### config.mk
export PLATFORM = sky130hd
export DESIGN_NAME = time_disp_driver
export DESIGN_NICKNAME = d
export VERILOG_FILES = /design/src/rtl/clock_disp_pkg.sv /design/src/rtl/bin2bcd_seq.sv /design/src/rtl/time_disp_driver.sv
export SDC_FILE = /design/constraint.sdc
export NUM_CORES = 1
export LEC_CHECK = 0
export CAP_MARGIN = 10
export CORE_UTILIZATION = 59
export CTS_BUF_LIST = sky130_fd_sc_hd__clkbuf_8
export DETAILED_ROUTE_END_ITERATION = 12
export DONT_BUFFER_PORTS = 1
export PLACE_DENSITY = 0.77
export SLEW_MARGIN = 25
export SYNTH_ARGS = -nofsm -noshare
export SYNTH_HDL_FRONTEND = slang
export SYNTH_SLANG_ARGS = --single-unit
### constraint.sdc
create_clock -name kh_clk -period 1.9 [get_ports kh_clk]
set_input_delay 0.095 -clock kh_clk [delete_from_list [all_inputs] [get_ports kh_clk]]
set_output_delay 0.095 -clock kh_clk [all_outputs]
set_load 0.005 [all_outputs]
### src/rtl/clock_disp_pkg.sv
// ============================================================================
// clock_disp_pkg : shared types and constants for the time display driver
// Rev 1.0
// ============================================================================
`default_nettype none

package clock_disp_pkg;

    typedef enum logic [1:0] {
        S_IDLE    = 2'd0,
        S_CAPTURE = 2'd1,
        S_CONVERT = 2'd2,
        S_DONE    = 2'd3
    } state_t;

    // Active-low segment patterns {g,f,e,d,c,b,a}
    localparam logic [6:0] c_SEG_0     = 7'b1000000;
    localparam logic [6:0] c_SEG_1     = 7'b1111001;
    localparam logic [6:0] c_SEG_2     = 7'b0100100;
    localparam logic [6:0] c_SEG_3     = 7'b0110000;
    localparam logic [6:0] c_SEG_4     = 7'b0011001;
    localparam logic [6:0] c_SEG_5     = 7'b0010010;
    localparam logic [6:0] c_SEG_6     = 7'b0000010;
    localparam logic [6:0] c_SEG_7     = 7'b1111000;
    localparam logic [6:0] c_SEG_8     = 7'b0000000;
    localparam logic [6:0] c_SEG_9     = 7'b0010000;
    localparam logic [6:0] c_SEG_BLANK = 7'b1111111;

    localparam int c_HR_MSB  = 26;
    localparam int c_HR_LSB  = 22;
    localparam int c_MIN_MSB = 21;
    localparam int c_MIN_LSB = 16;
    localparam int c_SEC_MSB = 15;
    localparam int c_SEC_LSB = 10;
    localparam int c_MS_MSB  = 9;
    localparam int c_MS_LSB  = 0;

    function automatic logic [6:0] seg_decode(input logic [3:0] i_digit);
        logic [6:0] w_seg;
        case (i_digit)
            4'd0:    w_seg = c_SEG_0;
            4'd1:    w_seg = c_SEG_1;
            4'd2:    w_seg = c_SEG_2;
            4'd3:    w_seg = c_SEG_3;
            4'd4:    w_seg = c_SEG_4;
            4'd5:    w_seg = c_SEG_5;
            4'd6:    w_seg = c_SEG_6;
            4'd7:    w_seg = c_SEG_7;
            4'd8:    w_seg = c_SEG_8;
            4'd9:    w_seg = c_SEG_9;
            default: w_seg = c_SEG_BLANK;
        endcase
        return w_seg;
    endfunction

endpackage

`default_nettype wire

### src/rtl/bin2bcd_seq.sv
// ============================================================================
// bin2bcd_seq : 6-bit binary to tens/units by repeated subtract-10
// Rev 1.0
// ============================================================================
`default_nettype none

module bin2bcd_seq (
    input  logic       clk,
    input  logic       rst_n,
    input  logic       i_start,
    input  logic [5:0] i_bin,
    output logic       o_done,
    output logic [2:0] o_tens,
    output logic [3:0] o_units
);

    logic [5:0] r_rem;
    logic [2:0] r_tens;
    logic       r_busy;
    logic       r_fin;

    logic       w_sub;
    logic       w_last;
    logic [5:0] w_rem_nx;
    logic [2:0] w_tens_nx;

    assign w_sub     = r_busy && (r_rem >= 6'd10);
    assign w_last    = r_busy && (r_rem < 6'd20);
    assign w_rem_nx  = w_sub ? (r_rem - 6'd10) : r_rem;
    assign w_tens_nx = w_sub ? (r_tens + 3'd1) : r_tens;

    // Results are presented from the next-state view so done and the final
    // digits are valid in the same cycle as the last subtraction.
    assign o_done  = r_fin | w_last;
    assign o_tens  = w_tens_nx;
    assign o_units = 4'(w_rem_nx);

    always_ff @(posedge clk or negedge rst_n) begin
        if (!rst_n) begin
            r_rem  <= 6'd0;
            r_tens <= 3'd0;
            r_busy <= 1'b0;
            r_fin  <= 1'b0;
        end else if (i_start) begin
            r_rem  <= i_bin;
            r_tens <= 3'd0;
            r_busy <= 1'b1;
            r_fin  <= 1'b0;
        end else if (r_busy) begin
            r_rem  <= w_rem_nx;
            r_tens <= w_tens_nx;
            if (w_last) begin
                r_busy <= 1'b0;
                r_fin  <= 1'b1;
            end
        end
    end

endmodule

`default_nettype wire

### src/rtl/time_disp_driver.sv
// ============================================================================
// time_disp_driver : 4-digit multiplexed 7-segment driver for HH:MM / MM:SS
// Optional macro BLINK_COLON_EN enables a 1 Hz colon on digit 2.
// Rev 1.0
// ============================================================================
`default_nettype none

module time_disp_driver
    import clock_disp_pkg::*;
#(
    parameter int DIGIT_CYC = 4
) (
    input  logic        kh_clk,
    input  logic        reset,
    input  logic [26:0] disp_time,
    input  logic        show_sec,
    output logic [3:0]  an,
    output logic [6:0]  seg,
    output logic        dp,
    output logic        conv_busy
);

    localparam logic [7:0] c_LAST = 8'(DIGIT_CYC - 1);

    state_t          r_state;
    logic            r_started;
    logic [1:0]      r_pos;
    logic [7:0]      r_cyc;
    logic [4:0]      r_cap_hr;
    logic [5:0]      r_cap_min;
    logic [5:0]      r_cap_sec;
    logic            r_cap_mode;
    logic [3:0][3:0] r_shd_dig;
    logic            r_shd_mode;
    logic [3:0][3:0] r_dsp_dig;
    logic            r_dsp_mode;
    logic            r_conv_busy;

    logic            w_frame_start;
    logic            w_start;
    logic [5:0]      w_fld_a;
    logic [5:0]      w_fld_b;
    logic            w_done_a;
    logic            w_done_b;
    logic [2:0]      w_tens_a;
    logic [2:0]      w_tens_b;
    logic [3:0]      w_units_a;
    logic [3:0]      w_units_b;
    logic [3:0]      w_digit;

    assign w_frame_start = !r_started || ((r_pos == 2'd0) && (r_cyc == c_LAST));
    assign w_start       = (r_state == S_CAPTURE);
    assign w_fld_a       = r_cap_mode ? r_cap_min : {1'b0, r_cap_hr};
    assign w_fld_b       = r_cap_mode ? r_cap_sec : r_cap_min;

    bin2bcd_seq u_conv_a (
        .clk     (kh_clk),
        .rst_n   (reset),
        .i_start (w_start),
        .i_bin   (w_fld_a),
        .o_done  (w_done_a),
        .o_tens  (w_tens_a),
        .o_units (w_units_a)
    );

    bin2bcd_seq u_conv_b (
        .clk     (kh_clk),
        .rst_n   (reset),
        .i_start (w_start),
        .i_bin   (w_fld_b),
        .o_done  (w_done_b),
        .o_tens  (w_tens_b),
        .o_units (w_units_b)
    );

`ifdef BLINK_COLON_EN
    logic [9:0] r_cap_ms;

    always_ff @(posedge kh_clk or negedge reset) begin
        if (!reset)
            r_cap_ms <= 10'd0;
        else if (w_frame_start)
            r_cap_ms <= disp_time[c_MS_MSB:c_MS_LSB];
    end

    assign dp = ~(r_started && (r_pos == 2'd2) && (r_cap_ms < 10'd500));
`else
    logic w_unused_ms;
    assign w_unused_ms = ^disp_time[c_MS_MSB:c_MS_LSB];
    assign dp          = 1'b1;
`endif

    always_ff @(posedge kh_clk or negedge reset) begin
        if (!reset) begin
            r_state     <= S_IDLE;
            r_started   <= 1'b0;
            r_pos       <= 2'd3;
            r_cyc       <= 8'd0;
            r_cap_hr    <= 5'd0;
            r_cap_min   <= 6'd0;
            r_cap_sec   <= 6'd0;
            r_cap_mode  <= 1'b0;
            r_shd_dig   <= '0;
            r_shd_mode  <= 1'b0;
            r_dsp_dig   <= '0;
            r_dsp_mode  <= 1'b0;
            r_conv_busy <= 1'b0;
        end else begin
            if (w_frame_start) begin
                r_started  <= 1'b1;
                r_pos      <= 2'd3;
                r_cyc      <= 8'd0;
                r_cap_hr   <= disp_time[c_HR_MSB:c_HR_LSB];
                r_cap_min  <= disp_time[c_MIN_MSB:c_MIN_LSB];
                r_cap_sec  <= disp_time[c_SEC_MSB:c_SEC_LSB];
                r_cap_mode <= show_sec;
                r_dsp_dig  <= r_shd_dig;
                r_dsp_mode <= r_shd_mode;
            end else if (r_cyc == c_LAST) begin
                r_cyc <= 8'd0;
                r_pos <= r_pos - 2'd1;
            end else begin
                r_cyc <= r_cyc + 8'd1;
            end

            case (r_state)
                S_IDLE: begin
                    if (w_frame_start) begin
                        r_state     <= S_CAPTURE;
                        r_conv_busy <= 1'b1;
                    end
                end
                S_CAPTURE: begin
                    r_state <= S_CONVERT;
                end
                S_CONVERT: begin
                    if (w_done_a && w_done_b) begin
                        r_state     <= S_DONE;
                        r_conv_busy <= 1'b0;
                        r_shd_dig   <= {{1'b0, w_tens_a}, w_units_a,
                                        {1'b0, w_tens_b}, w_units_b};
                        r_shd_mode  <= r_cap_mode;
                    end
                end
                default: begin
                    // With the shortest frame a new frame can start right here
                    if (w_frame_start) begin
                        r_state     <= S_CAPTURE;
                        r_conv_busy <= 1'b1;
                    end else begin
                        r_state <= S_IDLE;
                    end
                end
            endcase
        end
    end

    assign conv_busy = r_conv_busy;
    assign w_digit   = r_dsp_dig[r_pos];

    always_comb begin
        an  = 4'b1111;
        seg = c_SEG_BLANK;
        if (r_started) begin
            an = ~(4'b0001 << r_pos);
            if ((r_pos == 2'd3) && !r_dsp_mode && (w_digit == 4'd0))
                seg = c_SEG_BLANK;
            else
                seg = seg_decode(w_digit);
        end
    end

endmodule

`default_nettype wire

==> impl_metrics.yaml, run 1 <==
status:
  status: "finished with violations"
  failed_checks: "hold timing, setup timing"
synthesis:
  yosys-top-cells-count: "sky130_fd_sc_hd__dfrtp_1, sky130_fd_sc_hd__mux2_2, sky130_fd_sc_hd__nor2_1"
  synth_cell_type_count: 48
  synth.yosys.warnings: 0
  synth.yosys.seq_area_share_pct: 50.1
  area_fraction_in_compound_gates_after_synthesis_pct: 10.8
  yosys_most_used_dff: "sky130_fd_sc_hd__dfrtp_1"
  post_synth_main_area_contributors: "sky130_fd_sc_hd__dfrtp_1, sky130_fd_sc_hd__mux2_2, sky130_fd_sc_hd__ha_1"
  synth_simple_gate_area_share_pct: 10.3
  synth.top_cell.area_share_pct: 48.8
  postSynthCellCount: 367
  ys_ff_latch: 84
  synthArstFlopShare_pct: 100
  synthAdderAreaFrac_pct: 5.96
  main_combinational_cell_family_by_area_after_synthesis: "multiplexers"
  synth-xor-area-share_pct: 2.50
  synth.cell_area_um2: 4200
  synth-edff-count: 0
  yosys.cell_count.top_type: "sky130_fd_sc_hd__dfrtp_1"
  postSynthAreaPerCell_um2: 11.4
  synth_mux_area_share_pct: 16.0
  synth_top_area_cell: "sky130_fd_sc_hd__dfrtp_1"
sta:
  max_slew.worst_pin.slew_ns: 0.628
  finalCritPeriodShare_pct: 127
  final.setup.worst_slack_ns: -0.518
  final.setup_skew_ns: 0.00874
  layout_min_cycle_time_ns: 2.42
  maxSlewViolCount: 0
  max_clock_freq_ghz: 0.414
  hold_violations: 84
  setup_repair_after_global_routing_missed_its_margin: "yes"
  hold_slack_ns: -0.570
  report.final.setup_viol: 9
  max_slew_margin_pct: 58.0
finish:
  final_net_count: 470
  stdcell_area_um2: 5190
  syn_to_final_growth_pct: 23.6
  layout-drive-gt1-share_pct: 30.0
  final_util_pct: 76.0
  n_antenna_cell: 0
  fin_cells: 520
global_route:
  grt_use_total_pct: 25.3
  grt_start_max_net_pins: 85
  first_global_vias: 2964
  global_route.overflow_total: 0
  grt_first_pass_wirelength_mm: 14.2
  initial_antenna_violation_count: 0
die:
  dieArea_um2: 7460
  core-area_um2: 6830
  boundaryPins: 43
  initial_core_util_pct: 61.5
  floorplan.die.height_um: 86.4
  placementRows: 30
  die_width_um: 86.4
cts:
  cts_hold_buffers: 18
  cts.reportedPaths.clkPinSlew_ns: 0.08
  root_buffer: "sky130_fd_sc_hd__clkbuf_8"
  ctsHtreeMaxLevel: 3
  cts-root-to-sink-buffers: 2
  clock_tree_from_tritoncts: "built"
  tritoncts_num_sinks: 84
  number_of_clock_buffers_inserted_by_tritoncts: 9
  clk-insertion-delay-late_ns: 0.35
place:
  globalplace.congestion: 0.880
  dp_hpwl_mm: 5.43
  postPlaceCellArea_um2: 4480
  post-place-cells: 478
  port_buffers: 0
setup_path:
  timing.critical_path.arrival_ns: 2.32
  max_stage_delay_ns: 0.58
  setup.worst_path.start_class: "flip-flop"
  crit_fanout: 3
  startpoint_of_the_worst_setup_timing_path: "r_pos[0]"
  worst_r2r_startpoint: "u_conv_a.r_rem[2]"
  worst-r2r-cell-count: 8
  critical_path_depth: 7
  critical_path.cell_chain: "mux4_2 -> inv_2 -> ha_4 -> nand3b_1 -> nor3b_2 -> a211o_1 -> nand3_2"
  cp_slowest_cell: "sky130_fd_sc_hd__dfstp_2"
  critPathKind: "flip-flop to output port"
  timing.critical_path.to_type: "output port"
  worstPathRequired_ns: 1.80
  path_delay_family: "flip-flops"
  worstPathBufferInverterCount: 1
power:
  power_per_cell_area_nw_per_um2: 1550
  pleak_nw: 2.34
  vdd_ir_drop_max_mv: 1.29
  total_power_w: 0.00802
detailed_routing:
  drc: 0
  drt_first_iter_violations: 194
  detail_route.first_pass.iterations: 4
  drt-total-wl_mm: 9.54
  routedWlPerCell_um: 18.3
  num_vias: 2964
  via_per_inst: 5.70
  final_antenna_net_count: 0
flow_run:
  maxCapViolations: 0
min_path:
  type_of_the_tightest_min_delay_check: "primary input to asynchronous set/reset pin"
## final timing paths
check | to | slack [ns]
setup / recovery | seg[4] | -0.52
hold / removal | u_conv_b.r_rem[3] | -0.57
setup reg to reg | u_conv_a.r_tens[2] | -0.07
hold reg to reg | r_cyc[0] | 0.51
max in group asynchronous | r_pos[1] | 2.25
min in group kh_clk | r_cap_min[3] | 0.43
## worst reg2reg max path, cell delays in order (launching register included)
cell and delay (ns):
sky130_fd_sc_hd__dfrtp_1 0.43, sky130_fd_sc_hd__inv_2 0.08, sky130_fd_sc_hd__ha_4 0.16, sky130_fd_sc_hd__nor2b_4 0.12
sky130_fd_sc_hd__o31a_1 0.33, sky130_fd_sc_hd__buf_4 0.16, sky130_fd_sc_hd__o211ai_1 0.21, sky130_fd_sc_hd__xor2_1 0.25
sky130_fd_sc_hd__nor2_1 0.11
## where the power goes
group          total, W  switching [W]  internal (W)
logic           0.00335        0.00171       0.00164
clock network   0.00169       0.000623       0.00107
registers       0.00298       0.000547       0.00243
## state kept, by name, indices dropped and copies added, names as in the netlist, 2 cells and up
signal	count
r_cap_hr	5
r_cap_min	6
r_cap_sec	6
r_cyc	8
r_dsp_dig	14
r_pos	2
r_shd_dig	14
r_state	2
u_conv_a.r_rem	6
u_conv_a.r_tens	3
u_conv_b.r_rem	6
u_conv_b.r_tens	3
## per-layer routing
metal	vias to the layer above	wire length, µm	track usage [%]
met1	1493	3900	33.2
met3	28	286	4.19
met4	0	299	11.8
met5	-	0	0
li1	1378	-	-
met2	65	5050	41.6
## what timing repair did
action / 4_1_cts / 5_1_grt
endpoints found under the hold margin: 102 / 84
setup buffers: 1 / 6
cloned: 1 / 1
pin swaps: 1 / 8
resized for setup: 5 / 27
setup endpoints to repair: 13 / 53
## final cells by class
type | count | area (µm²)
Sequential cell | 84 | 2100
Multi-Input combinational cell | 250 | 2090
Fill cell | 422 | 1640
Timing Repair Buffer | 56 | 536
Clock buffer | 11 | 151
Clock inverter | 4 | 120
Tap cell | 96 | 120
Inverter | 19 | 71.3
## layout by cell type (no fill, tap or decap), types with 15 or more instances in the layout
cell type                       instances
sky130_fd_sc_hd__buf_4                 32
sky130_fd_sc_hd__a21oi_1               20
sky130_fd_sc_hd__dfrtp_1               82
sky130_fd_sc_hd__ha_1                  17
sky130_fd_sc_hd__mux2_2                39
sky130_fd_sc_hd__nand2_1               20
sky130_fd_sc_hd__inv_1                 15
sky130_fd_sc_hd__dlygate4sd3_1         18
sky130_fd_sc_hd__nor2_1                31
## through the flow
step	worst slack [ns]	TNS [ns]
after floorplan	-0.186	-1.05
after global placement	-0.0674	-0.236
after detailed placement	-0.144	-0.642
after CTS	-0.483	-3.19
after global routing	-0.612	-4.44
final	-0.518	-3.52
## cell families after synthesis
| family | after synthesis |
|---|---|
| and+or+nand+nor | 87 |
| DFF | 84 |
| AOI/OAI and AO/OA | 71 |
| muxes | 58 |
| buffers and inverters | 34 |
| adders and majority gates | 20 |
| xor gates and xnor gates | 12 |
| other | 1 |
No activity file was read; power rests on OpenSTA's default activity.
==> run 2: changes to the inputs <==
Settings changed: CORE_UTILIZATION 59 to 60, PLACE_DENSITY 0.77 to 0.78, SYNTH_HIERARCHICAL set to 1.
==> run 2 against run 1 <==
Against the previous run:
- the run still ends with hold timing, setup timing left
- die area grew 11%
- synthesized area grew 13%
- sequential share of layout area shrank 4.1 points
- non-clock buffer count grew 19
- via count grew 16%
- first-iteration DRC count shrank 5.2%
- cell count grew 10%
- core utilization shrank 0.92 points
- sequential power shrank 2%
- clock skew is essentially flat
- clock-buffer cell count shrank 2
==> impl_metrics.yaml, run 2 <==
global_route:
  initial_antenna_violation_count: 0
  grt_use_total_pct: 28.3
  grt_first_pass_wirelength_mm: 18.0
  global_route.overflow_total: 0
  first_global_vias: 3594
  grt_start_max_net_pins: 85
place:
  globalplace.congestion: 0.948
  postPlaceCellArea_um2: 5090
  port_buffers: 0
  dp_hpwl_mm: 6.72
synthesis:
  yosys.cell_count.top_type: "sky130_fd_sc_hd__dfrtp_1"
  synth-edff-count: 0
  synth_cell_type_count: 57
  synth_top_area_cell: "sky130_fd_sc_hd__dfrtp_1"
  postSynthCellCount: 398
  synth.yosys.seq_area_share_pct: 44.2
  synth.cell_area_um2: 4760
  synthArstFlopShare_pct: 100
  synth.yosys.warnings: 6
  postSynthAreaPerCell_um2: 12.0
  post_synth_main_area_contributors: "sky130_fd_sc_hd__dfrtp_1, sky130_fd_sc_hd__mux2_4, sky130_fd_sc_hd__mux2_2"
  yosys-top-cells-count: "sky130_fd_sc_hd__dfrtp_1, sky130_fd_sc_hd__mux2_2, sky130_fd_sc_hd__mux2_4"
  ys_ff_latch: 84
  synth.top_cell.area_share_pct: 43.1
  yosys_most_used_dff: "sky130_fd_sc_hd__dfrtp_1"
sta:
  setup_repair_after_global_routing_missed_its_margin: "yes"
  hold_slack_ns: -0.575
  max_clock_freq_ghz: 0.422
  final.setup_skew_ns: 0.00891
  layout_min_cycle_time_ns: 2.37
  maxSlewViolCount: 0
  finalCritPeriodShare_pct: 125
  report.final.setup_viol: 43
  hold_violations: 84
  final.setup.worst_slack_ns: -0.469
detailed_routing:
  drc: 0
  detail_route.first_pass.iterations: 5
  via_per_inst: 6.01
  final_antenna_net_count: 0
  drt-total-wl_mm: 11.0
  num_vias: 3442
  routedWlPerCell_um: 19.2
  drt_first_iter_violations: 184
flow_run:
  maxCapViolations: 0
status:
  failed_checks: "hold timing, setup timing"
  status: "finished with violations"
finish:
  stdcell_area_um2: 5770
  area_of_combinational_cells_with_multiple_inputs_um2: 2470
  layout_top_registers: "r_dsp_dig x14, r_shd_dig x14, r_cyc x8"
  n_antenna_cell: 0
  sequential_cell_area_um2: 2100
  layout.cells.most_common_list: "sky130_fd_sc_hd__dfrtp_1, sky130_fd_sc_hd__buf_4, sky130_fd_sc_hd__mux2_2, sky130_fd_sc_hd__mux2_4, sky130_fd_sc_hd__nand2_1"
  final_net_count: 517
  layout.cells.most_common: "sky130_fd_sc_hd__dfrtp_1"
  layout-drive-gt1-share_pct: 35.7
  syn_to_final_growth_pct: 21.2
  fill_cells: 480
cts:
  clk-insertion-delay-late_ns: 0.35
  cts_hold_buffers: 18
  root_buffer: "sky130_fd_sc_hd__clkbuf_8"
  clock_tree_from_tritoncts: "built"
  number_of_clock_buffers_inserted_by_tritoncts: 9
  cts.reportedPaths.clkPinSlew_ns: 0.08
  cts-root-to-sink-buffers: 2
  ctsHtreeMaxLevel: 3
  tritoncts_num_sinks: 84
die:
  boundaryPins: 43
  floorplan.die.height_um: 91.1
  placementRows: 32
  die_width_um: 91.1
  dieArea_um2: 8300
  initial_core_util_pct: 61.9
  core-area_um2: 7690
setup_path:
  crit_fanout: 6
  worstPathRequired_ns: 1.80
  setup.worst_path.start_class: "flip-flop"
  critPathKind: "flip-flop to output port"
  timing.critical_path.to_type: "output port"
  timing.critical_path.arrival_ns: 2.27
power:
  pleak_nw: 2.71
  power_per_cell_area_nw_per_um2: 1470
  vdd_ir_drop_max_mv: 0.795
min_path:
  type_of_the_tightest_min_delay_check: "primary input to asynchronous set/reset pin"
[run 2: cell count changes after synthesis, sizes merged, moves of 5 or more]
cell	change
a21oi	-15
a31oi	+8
inv	+7
mux2	+24
mux2i	-5
nor2	-10
o21ai	-6
o31ai	+6
[run 2: timing repair]
item | in CTS | in global routing
pin swaps | 3 | 1
endpoints found under the hold margin | 102 | 84
cloned | 3 | 0
setup buffers | 9 | 6
gates resized for setup | 16 | 9
endpoints found under the setup margin | 38 | 45
[run 2: worst paths after layout]
| check | startpoint | endpoint | slack (ns) | cells after the start |
|---|---|---|---|---|
| max in group asynchronous | reset | r_pos[0] | 2.28 | 0 |
| worst min register to register | r_shd_dig[11] | r_dsp_dig[11] | 0.51 | 1 |
| worst max-delay path | r_pos[0] | seg[3] | -0.47 | 7 |
| worst max register to register | r_pos[0] | r_cap_min[2] | -0.28 | 8 |
| worst min-delay path | reset | r_cyc[7] | -0.57 | 0 |
| min in group kh_clk | disp_time[19] | r_cap_min[3] | 0.43 | 2 |
[run 2: area by class of cell]
type | instances | share of cell area, %
Clock buffer | 9 | 2.15
Clock inverter | 6 | 1.41
Inverter | 26 | 1.69
Multi-Input combinational cell | 271 | 42.9
Sequential cell | 84 | 36.5
Tap cell | 102 | 2.21
Timing Repair Buffer | 75 | 13.2
[run 2: power breakdown]
group,switching (W),internal (W)
combinational,0.00203,0.00214
clock,0.000652,0.000724
sequential,0.000536,0.00240
[run 2: worst max-delay path, stage by stage, from the launching register on]
cell	delay, ns
sky130_fd_sc_hd__dfstp_2	0.58
sky130_fd_sc_hd__mux4_2	0.54
sky130_fd_sc_hd__inv_2	0.10
sky130_fd_sc_hd__ha_4	0.12
sky130_fd_sc_hd__nand3b_1	0.10
sky130_fd_sc_hd__o221ai_2	0.20
sky130_fd_sc_hd__o41ai_4	0.15
sky130_fd_sc_hd__o21ai_0	0.13
[run 2: cell families (layout without fill, tap and decap cells)]
family	count (synthesis)	count (layout)	synth area share (%)
compound gates	71	71	12.2
xor+xnor	8	8	1.47
fa+ha+maj	20	20	5.25
buf+inv	44	116	4.91
flops	84	84	44.2
mux	77	77	21.0
other cells	1	2	0.0787
simple gates	93	93	10.9
[run 2: metrics by stage]
stage	setup TNS (ns)	util [%]	instances	power [W]	worst slack, ns
2_1_floorplan	-0.848	-	399	0.00564	-0.139
3_3_place_gp	-0.409	66.2	522	0.00648	-0.0656
3_5_place_dp	-1.17	66.2	522	0.00668	-0.137
4_1_cts	-8.32	73.8	567	0.00821	-0.469
5_1_grt	-13.49	75.1	573	0.00899	-0.586
6_report	-10.77	75.1	573	0.00849	-0.469
[run 2: layer usage]
metal  wire length [µm]  part of all wire, %  vias to the layer above  global-route usage (%)
met5                  0                    0                        -                       0
met4                233                  2.1                        0                    13.6
met3                474                  4.3                       19                    5.19
met2               5820                   53                      113                    50.8
met1               4480                   41                     1748                    32.3
li1                   -                    -                     1562                       -
==> run 3: changes to the inputs <==
Clock period 1.9 ns to 2.1 ns, I/O delays scaled along.
==> run 3 against run 2 <==
Against the previous run:
- the run ends with setup timing left
- non-clock buffer count down 33
- final area down 6.6%
- die area unchanged
==> impl_metrics.yaml, run 3 (synthesis gave the netlist of run 2 again) <==
status:
  status: "finished with violations"
  failed_checks: "setup timing"
power:
  power.internal_w: 0.00442
  total_power_w: 0.00725
  vdd_ir_drop_max_mv: 0.687
  sequential_power_share_pct: 37.4
  combinationalPowerShare_pct: 46.0
  power.switching_w: 0.00283
  pleak_nw: 2.49
  power.share.clock_pct: 16.6
  swShare_pct: 39.0
  power_per_cell_area_nw_per_um2: 1340
cts:
  tritoncts_num_sinks: 84
  ctsHtreeMaxLevel: 3
  clock_tree_from_tritoncts: "built"
  cts-root-to-sink-buffers: 2
  number_of_clock_buffers_inserted_by_tritoncts: 9
  cts.reportedPaths.clkPinSlew_ns: 0.09
  root_buffer: "sky130_fd_sc_hd__clkbuf_8"
  clk-insertion-delay-late_ns: 0.36
finish:
  area_of_combinational_cells_with_multiple_inputs_um2: 2460
  layout.cells.most_common: "sky130_fd_sc_hd__dfrtp_1"
  n_antenna_cell: 0
  layout.cells.most_common_list: "sky130_fd_sc_hd__dfrtp_1, sky130_fd_sc_hd__mux2_2, sky130_fd_sc_hd__mux2_4, sky130_fd_sc_hd__nand2_1, sky130_fd_sc_hd__inv_1"
  fill_cells: 560
  sequential_cell_area_um2: 2100
  syn_to_final_growth_pct: 13.1
  final_net_count: 484
  layout_top_registers: "r_dsp_dig x14, r_shd_dig x14, r_cyc x8"
  layout-drive-gt1-share_pct: 29.8
place:
  globalplace.congestion: 0.852
  port_buffers: 0
  dp_hpwl_mm: 6.45
setup_path:
  crit_fanout: 6
  worst_r2r_startpoint: "r_pos[0]"
  setup.worst_path.start_class: "flip-flop"
  worst-r2r-setup-slack_ns: 0.14
  worst-r2r-cell-count: 6
  max_stage_delay_ns: 0.59
  critical_path.cell_chain: "mux4_2 -> inv_2 -> ha_4 -> nand3b_1 -> o221ai_2 -> o41ai_4 -> o21ai_0"
  worstPathRequired_ns: 2.00
  startpoint_of_the_worst_setup_timing_path: "r_pos[0]"
  timing.critical_path.to_type: "output port"
  cp_slowest_cell: "sky130_fd_sc_hd__dfstp_2"
  critPathKind: "flip-flop to output port"
  timing.critical_path.arrival_ns: 2.31
  critical_path.reg2reg.endpoint: "r_dsp_dig[11]"
die:
  boundaryPins: 43
  placementRows: 32
  floorplan.die.height_um: 91.1
  dieArea_um2: 8300
  initial_core_util_pct: 61.9
  die_width_um: 91.1
  core-area_um2: 7690
detailed_routing:
  final_antenna_net_count: 0
  num_vias: 3131
  detail_route.first_pass.iterations: 4
  drc: 0
  routedWlPerCell_um: 17.9
  drt_first_iter_violations: 125
  via_per_inst: 5.79
  drt-total-wl_mm: 9.70
sta:
  final.setup_skew_ns: 0.00804
  report.final.setup_viol: 7
  layout_min_cycle_time_ns: 2.41
  setup_repair_after_global_routing_missed_its_margin: "yes"
  max_slew.worst_pin.slew_ns: 0.590
  finalCritPeriodShare_pct: 115
  maxSlewViolCount: 0
  final.setup.worst_slack_ns: -0.313
  fin_setup_tns_ns: -2.02
  hold_violations: 0
  max_clock_freq_ghz: 0.414
  max_slew_margin_pct: 60.7
flow_run:
  maxCapViolations: 0
global_route:
  grt_start_max_net_pins: 85
  grt_first_pass_wirelength_mm: 16.6
  global_route.overflow_total: 0
  first_global_vias: 3311
  grt_use_total_pct: 25.9
  initial_antenna_violation_count: 0
min_path:
  type_of_the_tightest_min_delay_check: "primary input to asynchronous set/reset pin"
run 3: cell count changes in the layout (fill, tap and decap cells not counted), moves of 2 or more:
cell	delta
sky130_fd_sc_hd__and3b_1	+2
sky130_fd_sc_hd__and3b_2	-2
sky130_fd_sc_hd__buf_12	-4
sky130_fd_sc_hd__buf_4	-21
sky130_fd_sc_hd__buf_6	-7
sky130_fd_sc_hd__clkinv_2	-2
sky130_fd_sc_hd__inv_6	+4
run 3: layout make-up:
class                      instances  area share (%)
clock inverter                     7            1.51
inverter                          26            1.81
tap                              102            2.37
clock buffer                       9            2.30
multi-input combinational        271            45.6
sequential                        84            39.1
timing repair buffer              42            7.34
run 3: worst max-delay path, delay by kind of cell, from the launching register on:
kind,cells,cell delay [ns]
muxes,1,0.53
and+or+nand+nor,1,0.10
DFF,1,0.59
buffers and inverters,1,0.11
adders and majority gates,1,0.14
AOI/OAI and AO/OA,3,0.48
run 3: power groups by stage:
stage	Sequential, W	Clock [W]	Combinational, W
after floorplan	0.00251	0	0.00257
after global placement	0.00268	0	0.00296
after detailed placement	0.00273	0	0.00308
after CTS	0.00270	0.00122	0.00328
after global routing	0.00279	0.00129	0.00367
final	0.00271	0.00120	0.00334
run 3: worst max path at each step:
| stage | endpoint | cells past startpoint |
|---|---|---|
| 2_1_floorplan | seg[0] | 8 |
| 3_3_place_gp | seg[2] | 7 |
| 3_5_place_dp | seg[3] | 7 |
| 4_1_cts | seg[3] | 7 |
| 5_1_grt | seg[2] | 7 |
| 6_report | seg[0] | 7 |
run 3: through the flow:
stage                     cell area [µm²]  hold WS, ns  instances  util, %  setup WS [ns]
after floorplan                      4770       -0.191        399        -         0.0222
after global placement               4900       -0.189        500     63.7         0.0803
after detailed placement             4900       -0.189        500     63.7       -0.00219
after CTS                            5380        0.309        540     70.0         -0.298
after global routing                 5390        0.327        541     70.1         -0.398
final                                5390        0.286        541     70.1         -0.313
run 3: repair_timing:
action / in CTS / in global routing
hold endpoints to repair: 102 / 0
pin swaps: 4 / 0
endpoints found under the setup margin: 7 / 8
setup buffers: 4 / 1
gates cloned: 0 / 0
gates resized for setup: 9 / 2
hold buffers: 20 / 0
run 3: layer usage:
| metal | share of wire (%) | GRT usage, % |
|---|---|---|
| met5 | 0 | 0 |
| met4 | 2.1 | 8.99 |
| met3 | 3.0 | 4.36 |
| met2 | 52 | 45.7 |
| met1 | 43 | 32.1 |
